===== src/rtl/pwm_spi_regfile.sv =====
// SPI mode-0 slave register file feeding the PWM peripheral controls.
// SPI pins are synchronised into clk; 16-bit frames write or read five 8-bit registers.
module pwm_spi_regfile #(
  parameter int unsigned NUM_REGS    = 5,
  parameter int unsigned SYNC_STAGES = 2
) (
  input  logic       clk,
  input  logic       rst,
  input  logic       sclk,
  input  logic       copi,
  input  logic       ncs,
  output logic       cipo,
  output logic [7:0] en_reg_out_7_0,
  output logic [7:0] en_reg_out_15_8,
  output logic [7:0] en_reg_pwm_7_0,
  output logic [7:0] en_reg_pwm_15_8,
  output logic [7:0] pwm_duty_cycle,
  output logic       wr_pulse
);

  localparam int unsigned REG_SLOTS = (NUM_REGS > 5) ? NUM_REGS : 5;

  localparam logic [1:0] S_WAIT_IDLE = 2'd0;
  localparam logic [1:0] S_IDLE      = 2'd1;
  localparam logic [1:0] S_SHIFT     = 2'd2;
  localparam logic [1:0] S_OVERRUN   = 2'd3;

  logic [SYNC_STAGES-1:0] r_sclk_sync;
  logic [SYNC_STAGES-1:0] r_copi_sync;
  logic [SYNC_STAGES-1:0] r_ncs_sync;
  logic                   r_sclk_hist;
  logic                   r_ncs_hist;

  logic [1:0]  r_state;
  logic [4:0]  r_cnt;
  logic [15:0] r_shift;
  logic [7:0]  r_out_sh;
  logic [3:0]  r_rd_cnt;
  logic [7:0]  r_regs [REG_SLOTS];

  logic        w_sclk;
  logic        w_copi;
  logic        w_ncs;
  logic        w_sclk_rise;
  logic        w_sclk_fall;
  logic        w_ncs_rise;
  logic        w_ncs_fall;
  logic [15:0] w_sh_next;
  logic [4:0]  w_cnt_next;
  logic        w_wr_hit;
  logic [7:0]  w_rd_data;

  // ncs chain resets low so a frame already in progress at reset release is never seen as a start
  always_ff @(posedge clk or posedge rst) begin
    if (rst) begin
      r_sclk_sync <= '0;
      r_copi_sync <= '0;
      r_ncs_sync  <= '0;
      r_sclk_hist <= 1'b0;
      r_ncs_hist  <= 1'b0;
    end else begin
      r_sclk_sync <= {r_sclk_sync[SYNC_STAGES-2:0], sclk};
      r_copi_sync <= {r_copi_sync[SYNC_STAGES-2:0], copi};
      r_ncs_sync  <= {r_ncs_sync[SYNC_STAGES-2:0], ncs};
      r_sclk_hist <= w_sclk;
      r_ncs_hist  <= w_ncs;
    end
  end

  assign w_sclk      = r_sclk_sync[SYNC_STAGES-1];
  assign w_copi      = r_copi_sync[SYNC_STAGES-1];
  assign w_ncs       = r_ncs_sync[SYNC_STAGES-1];
  assign w_sclk_rise = w_sclk & ~r_sclk_hist;
  assign w_sclk_fall = ~w_sclk & r_sclk_hist;
  assign w_ncs_rise  = w_ncs & ~r_ncs_hist;
  assign w_ncs_fall  = ~w_ncs & r_ncs_hist;

  assign w_sh_next  = {r_shift[14:0], w_copi};
  assign w_cnt_next = r_cnt + 5'd1;
  assign w_wr_hit   = (r_cnt == 5'd16) && r_shift[15] && (32'(r_shift[14:8]) < NUM_REGS);

  // Read source uses the address as it will stand after the 8th bit lands
  always_comb begin
    w_rd_data = '0;
    for (int unsigned i = 0; i < NUM_REGS; i++) begin
      if (w_sh_next[6:0] == 7'(i)) w_rd_data = r_regs[i];
    end
  end

  always_ff @(posedge clk or posedge rst) begin
    if (rst) begin
      r_state  <= S_WAIT_IDLE;
      r_cnt    <= '0;
      r_shift  <= '0;
      r_out_sh <= '0;
      r_rd_cnt <= '0;
      cipo     <= 1'b0;
      wr_pulse <= 1'b0;
      for (int unsigned i = 0; i < REG_SLOTS; i++) r_regs[i] <= '0;
    end else begin
      wr_pulse <= 1'b0;
      if (r_state == S_WAIT_IDLE) begin
        if (w_ncs) r_state <= S_IDLE;
      end else if (w_ncs_rise) begin
        // End of frame takes priority over any sclk edge seen in the same cycle
        r_state  <= S_IDLE;
        r_rd_cnt <= '0;
        cipo     <= 1'b0;
        if (w_wr_hit) begin
          for (int unsigned i = 0; i < NUM_REGS; i++) begin
            if (r_shift[14:8] == 7'(i)) r_regs[i] <= r_shift[7:0];
          end
          wr_pulse <= 1'b1;
        end
      end else begin
        case (r_state)
          S_IDLE: begin
            if (w_ncs_fall) begin
              r_state  <= S_SHIFT;
              r_cnt    <= '0;
              r_shift  <= '0;
              r_rd_cnt <= '0;
            end
          end
          S_SHIFT: begin
            if (w_sclk_rise) begin
              r_shift <= w_sh_next;
              r_cnt   <= w_cnt_next;
              if (w_cnt_next == 5'd17) begin
                r_state  <= S_OVERRUN;
                r_rd_cnt <= '0;
                cipo     <= 1'b0;
              end else if (w_cnt_next == 5'd8 && !w_sh_next[7]) begin
                r_out_sh <= w_rd_data;
                r_rd_cnt <= 4'd8;
              end
            end else if (w_sclk_fall) begin
              if (r_rd_cnt != 4'd0) begin
                cipo     <= r_out_sh[7];
                r_out_sh <= {r_out_sh[6:0], 1'b0};
                r_rd_cnt <= r_rd_cnt - 4'd1;
              end else begin
                cipo <= 1'b0;
              end
            end
          end
          default: ;
        endcase
      end
    end
  end

  assign en_reg_out_7_0  = r_regs[0];
  assign en_reg_out_15_8 = r_regs[1];
  assign en_reg_pwm_7_0  = r_regs[2];
  assign en_reg_pwm_15_8 = r_regs[3];
  assign pwm_duty_cycle  = r_regs[4];

endmodule


===== config.mk =====
export PLATFORM = sky130hd
export DESIGN_NAME = pwm_spi_regfile
export DESIGN_NICKNAME = d
export VERILOG_FILES = /design/src/rtl/pwm_spi_regfile.sv
export SDC_FILE = /design/constraint.sdc
export NUM_CORES = 1
export LEC_CHECK = 0
export CAP_MARGIN = 10
export CORE_MARGIN = 5
export CORE_UTILIZATION = 29
export CTS_BUF_LIST = sky130_fd_sc_hd__clkbuf_16
export CTS_CLUSTER_DIAMETER = 40
export DETAILED_ROUTE_END_ITERATION = 10
export SYNTH_ARGS = -nofsm -noshare
export SYNTH_HDL_FRONTEND = slang
export SYNTH_SLANG_ARGS = --single-unit
export TNS_END_PERCENT = 50

===== constraint.sdc =====
create_clock -name clk -period 3.75 [get_ports clk]
set_clock_uncertainty 0.1 [all_clocks]
set_input_delay 0.5625 -clock clk [delete_from_list [all_inputs] [get_ports clk]]
set_output_delay 0.5625 -clock clk [all_outputs]
set_load 0.005 [all_outputs]

== Yosys cells after proc, flatten, opt, wreduce, memory -nomap -nowiden ==
Cells that the tools add are included.

* Register bits after elaboration: 85
* Bits of input ports: 5

* Add/sub/neg operators: 2
* $lt $le $gt $ge: 1
* Equality and inequality tests: 26
* Multiplexer cells: 40
* Bitwise operators: 10
* Reductions and logical operators: 25

{| class="wikitable"
|+ Operators by type and width
! kind !! number
|-
| 8-bit 2-to-1 mux || 10
|-
| 16-bit 2-to-1 mux || 2
|-
| 16-bit one-hot mux with 2 select lines || 1
|-
| 7-bit by 2-bit equality test with 1-bit output, second input constant || 4
|-
| 4-bit 2-to-1 mux || 7
|-
| 4-bit AND reduction || 6
|-
| 4-bit != test, second input constant || 5
|-
| 7-bit by 1-bit equality test with 1-bit output, second input constant || 2
|-
| 7-bit by 3-bit equality test with 1-bit output, second input constant || 2
|-
| 7-bit zero test || 2
|-
| 2-bit 2-to-1 mux || 6
|-
| 5-bit equality test, second input constant || 2
|-
| 5-bit 2-to-1 mux || 2
|-
| 5-bit one-hot mux with 2 select lines || 1
|-
| 5-bit AND reduction || 2
|-
| 1-bit 2-to-1 mux || 9
|-
| 2-bit != test, second input constant || 4
|-
| 4-bit one-hot mux with 2 select lines || 1
|-
| 2-bit nonzero test || 4
|-
| 4-bit nonzero test || 2
|-
| 7-bit by 3-bit less-than comparator with 1-bit output, second input constant || 1
|-
| 7-bit AND reduction || 1
|-
| 1-bit NOT || 6
|-
| 6-bit AND reduction || 1
|-
| 15 further kinds || 21
|}

== Depth between registers and ports, before layout ==
* Depth after elaboration: 9
* Depth in mapped cells: 9
* Depth with buffers taken out: 7

== Least setup slack after synthesis ==
Ideal clock, no wire load.

* Path type: flip-flop to flip-flop
* Start: register r_state[1]
* End: register r_regs (netlist bit en_reg_out_15_8[0])
* Arrival time: 2288 ps
* Required time: 3525 ps
* Path slack: 1238 ps
* Stages on the path, launching flop included: 10
* Path buffers: 2
* Period minus slack after synthesis: 2512 ps
* Cell sequence: dfrtp_1 > inv_1 > ha_1 > clkbuf_1 > nor2_1 > nand4_2 > or3_1 > buf_2 > nor3b_4 > mux2_2

* Longest elaborated chain between the ends: 3

{| class="wikitable"
|+ RTL lines
! element !! RTL line !! text
|-
| start, declared || 34 || <nowiki>logic [1:0] r_state;</nowiki>
|-
| start signal, assigned || 92 || <nowiki>r_state <= S_WAIT_IDLE;</nowiki>
|-
| start signal, assigned || 103 || <nowiki>if (w_ncs) r_state <= S_IDLE;</nowiki>
|-
| start signal, assigned || 106 || <nowiki>r_state <= S_IDLE;</nowiki>
|-
| 2-bit zero test || 102 || <nowiki>if (r_state == S_WAIT_IDLE) begin</nowiki>
|-
| 1-bit NOT (no line) || -- ||
|-
| 4-bit AND reduction (no line) || -- ||
|-
| end signal, assigned by index || 111 || <nowiki>if (r_shift[14:8] == 7'(i)) r_regs[i] <= r_shift[7:0];</nowiki>
|-
| end, declared || 39 || <nowiki>logic [7:0] r_regs [REG_SLOTS];</nowiki>
|}

Every way passes these cells.
A chain may end at the register's enable or synchronous reset.

== Final worst setup path ==
* Start: register r_state[0]
* End: register r_regs (netlist bit en_reg_out_15_8[2])

Same word-level chain as after synthesis.

==> impl_metrics.tcl <==
set metrics [dict create \
    cts_tree "yes" \
    tns_ns 0 \
    grt_max_degree 47 \
    dr.first_iter.drc_count 150 \
    drt-wirelength-per-cell_um 16.3 \
    cts_hold_buf 0 \
    wirelength_um 10200 \
    start_util_pct 29.5 \
    layout_common_cells "85 x dfrtp_1, 48 x mux2_2, 46 x nand2_1, 46 x clkdlybuf4s50_1, 31 x o21ai_0" \
    slew_violations 0 \
    finalWeightedCongestion 0.855 \
    clockBufferDepth 2 \
    pre_cts_ws_ns 1.01 \
    vias_per_cell 4.90 \
    r2r_start "r_state[0]$_DFFE_PP0P_" \
    synth_cells 399 \
    cpMaxStageDelayCell "or3_1" \
    path_max_fanout 8 \
    netlist.area_leader.share_pct 49.9 \
    ys_ff_latch 85 \
    min_from "r_copi_sync[0]$_DFF_PP0_" \
    setup_viol 0 \
    crit_required_ns 3.87 \
    synth_cell_type_count 57 \
    period_share_pct 73.8 \
    grt_pass1_vias 3170 \
    yosysTopAreaCell "dfrtp_1" \
    fp.dieW_um 131 \
    vias 3051 \
    clkTransAtPathRegs_ns 0.06 \
    drc 0 \
    drv_cap 0 \
    synth_seq_area_share_pct 49.9 \
    grt-ovfl-total 0 \
    ff2ff_path_depth 7 \
    num-fill-cells 1399 \
    hold_depth 0 \
    critPathKind "reg2reg" \
    rows 44 \
    async_flop_share_pct 100 \
    ff2ff_setup_slack_ns 0.98 \
    post_cts_resized 0 \
    dpl_cell_area_um2 4900 \
    run_status "complete, no violations" \
    cts.sinks 85 \
    syn_nets 418 \
    fp.dieH_um 131 \
    clk-insertion-delay-late_ns 0.34 \
    antenna_left 0 \
    synth-edff-count 0 \
    syn_avg_cell_area_um2 10.7 \
    h-tree-depth 3 \
    slew_headroom_pct 39.8 \
    antenna_found_initial 0 \
    fp.coreArea_um2 14500 \
    synth_ff_type "dfrtp_1" \
    crit_path_max_incr_delay_ns 0.48 \
    critPathLaunchType "flop" \
    grt_pass1_wl_um 17200 \
    n_antenna_cell 0 \
    hold_end "r_copi_sync[1]$_DFF_PP0_" \
    cp_cell_sequence "inv_1 > ha_1 > nor2_1 > nand4_2 > or3_1 > nor3b_4 > mux2_2" \
    fin_area_um2 5210 \
    layout_setup_ws_ns 0.982 \
    tightest_slew_ns 0.904 \
    rsz0062_at_grt "no" \
    area_growth_pct 22.1 \
    drtPass1Iterations 4 \
    cts-root-buf "clkbuf_16" \
    synthTopCellsByArea "dfrtp_1 50%, mux2_2 13%, ha_1 4.1%" \
    mostFrequentLayoutCell "dfrtp_1" \
    layout-drive-gt1-share_pct 17.3 \
    syn-cell-area_um2 4270 \
    cp.arrival_ns 2.88 \
    leakagePower_nw 2.22 \
    yosys_warnings 0 \
    dpl.hpwl_um 7270 \
    cts_made_buffers 9 \
    cts_setup_buffers 0 \
    die_area_um2 17200 \
    timing_hold_violations_final 0 \
    pin_count 47 \
    fmax_ghz 0.361 \
    r2r-end "en_reg_out_15_8[2]$_DFFE_PP0P_" \
    hp-class "reg2reg" \
    portBuffers 46 \
    ir_worst_vdd_v 0.000291 \
    fin_crit_ns 2.77 \
    grt_use_total_pct 12.1 \
    cp-end-kind "flop" \
    powerDensity_nw_per_um2 513 \
    setup.worst_path.start "r_state[0]$_DFFE_PP0P_" \
    layout.nets 453 \
]
-- cell usage after synthesis, drive strengths merged, types with 2 or more instances --
cell type  number
nor2           16
a21oi          11
o22ai           2
a22o            3
nor3b           6
nand4           2
a32oi           2
o211ai          3
nand3          10
nand2b         13
xor2            2
nand2          46
a221o           2
nor3           11
clkbuf         22
dfrtp          85
o221ai          3
a221oi          2
a22oi           7
mux2           49
inv            22
o311ai          3
a21o            2
buf             5
ha             14
o21ai          32
nor2b           2
-- layout make-up --
type / count / area, um^2 / share of cell area (%)
clock buffer: 9 / 225 / 4.33
clock inverter: 7 / 81.3 / 1.56
inverter: 22 / 83.8 / 1.61
multi-input combinational: 265 / 1950 / 37.4
sequential: 85 / 2130 / 40.9
tap: 184 / 230 / 4.42
timing repair buffer: 51 / 510 / 9.81
-- metal layers --
layer  part of all wire [%]  wire (um)  global-route usage (%)  up-vias
met1                     48       4910                    16.5     1510
met3                    2.8        286                    2.22       16
li1                       -          -                       -     1479
met5                      0          0                       0        -
met2                     47       4750                    19.2       46
met4                    2.1        218                    4.74        0
-- through the flow --
step	hold slack [ns]	util, %	cells	total power (W)
finish	0.247	36.0	623	0.00267
global route	0.257	36.0	623	0.00282
CTS	0.248	36.0	623	0.00269
detailed placement	0.235	33.8	607	0.00177
global placement	0.236	33.8	607	0.00174
floorplan	0.231	-	399	0.00159
-- cell families (layout without fill, tap and decap cells) --
kind of cell             after synthesis  count (layout)  share of synthesized area, %
AO/OA/AOI/OAI                         83              83                          12.8
XOR/XNOR                               3               3                         0.616
adder cells (fa/ha/maj)               14              14                          4.11
buffers and inverters                 49              89                          4.61
flip-flops                            85              85                          49.9
multiplexers                          51              51                          13.7
AND/OR/NAND/NOR                      114             114                          14.3
-- critical path: cells and delay by family (launching register included) --
family	cells	cell delay, ns
DFF	1	0.43
muxes	1	0.39
buffers and inverters	1	0.13
and+or+nand+nor	4	1.29
adders and majority gates	1	0.31
-- worst max path at each step --
stage / endpoint / slack (ns) / cells after the start
detailed placement: en_reg_out_15_8[2]$_DFFE_PP0P_ / 1.01 / 7
CTS: en_reg_out_15_8[2]$_DFFE_PP0P_ / 0.98 / 7
global placement: en_reg_out_15_8[4]$_DFFE_PP0P_ / 1.07 / 7
floorplan: cipo$_DFFE_PP0P_ / 0.89 / 1
finish: en_reg_out_15_8[2]$_DFFE_PP0P_ / 0.98 / 7
global route: en_reg_out_15_8[4]$_DFFE_PP0P_ / 0.82 / 7
-- flip-flops by register name (all words and copies together), names as in the netlist --
signal,flops
r_sclk_sync,2
r_cnt,5
en_reg_out_15_8,8
wr_pulse,1
en_reg_pwm_15_8,8
r_copi_sync,2
pwm_duty_cycle,8
r_ncs_hist,1
en_reg_out_7_0,8
r_shift,16
en_reg_pwm_7_0,8
r_out_sh,8
r_rd_cnt,4
r_sclk_hist,1
r_state,2
cipo,1
r_ncs_sync,2
-- power by group --
| part | total (W) | leakage, nW | switching [W] | internal, W |
|---|---|---|---|---|
| registers | 0.00108 | 1.16 | 0.000102 | 0.000980 |
| clock network | 0.000917 | 0.155 | 0.000343 | 0.000574 |
| logic | 0.000670 | 0.908 | 0.000415 | 0.000255 |
Note: power is estimated with default switching activity, not from simulation.
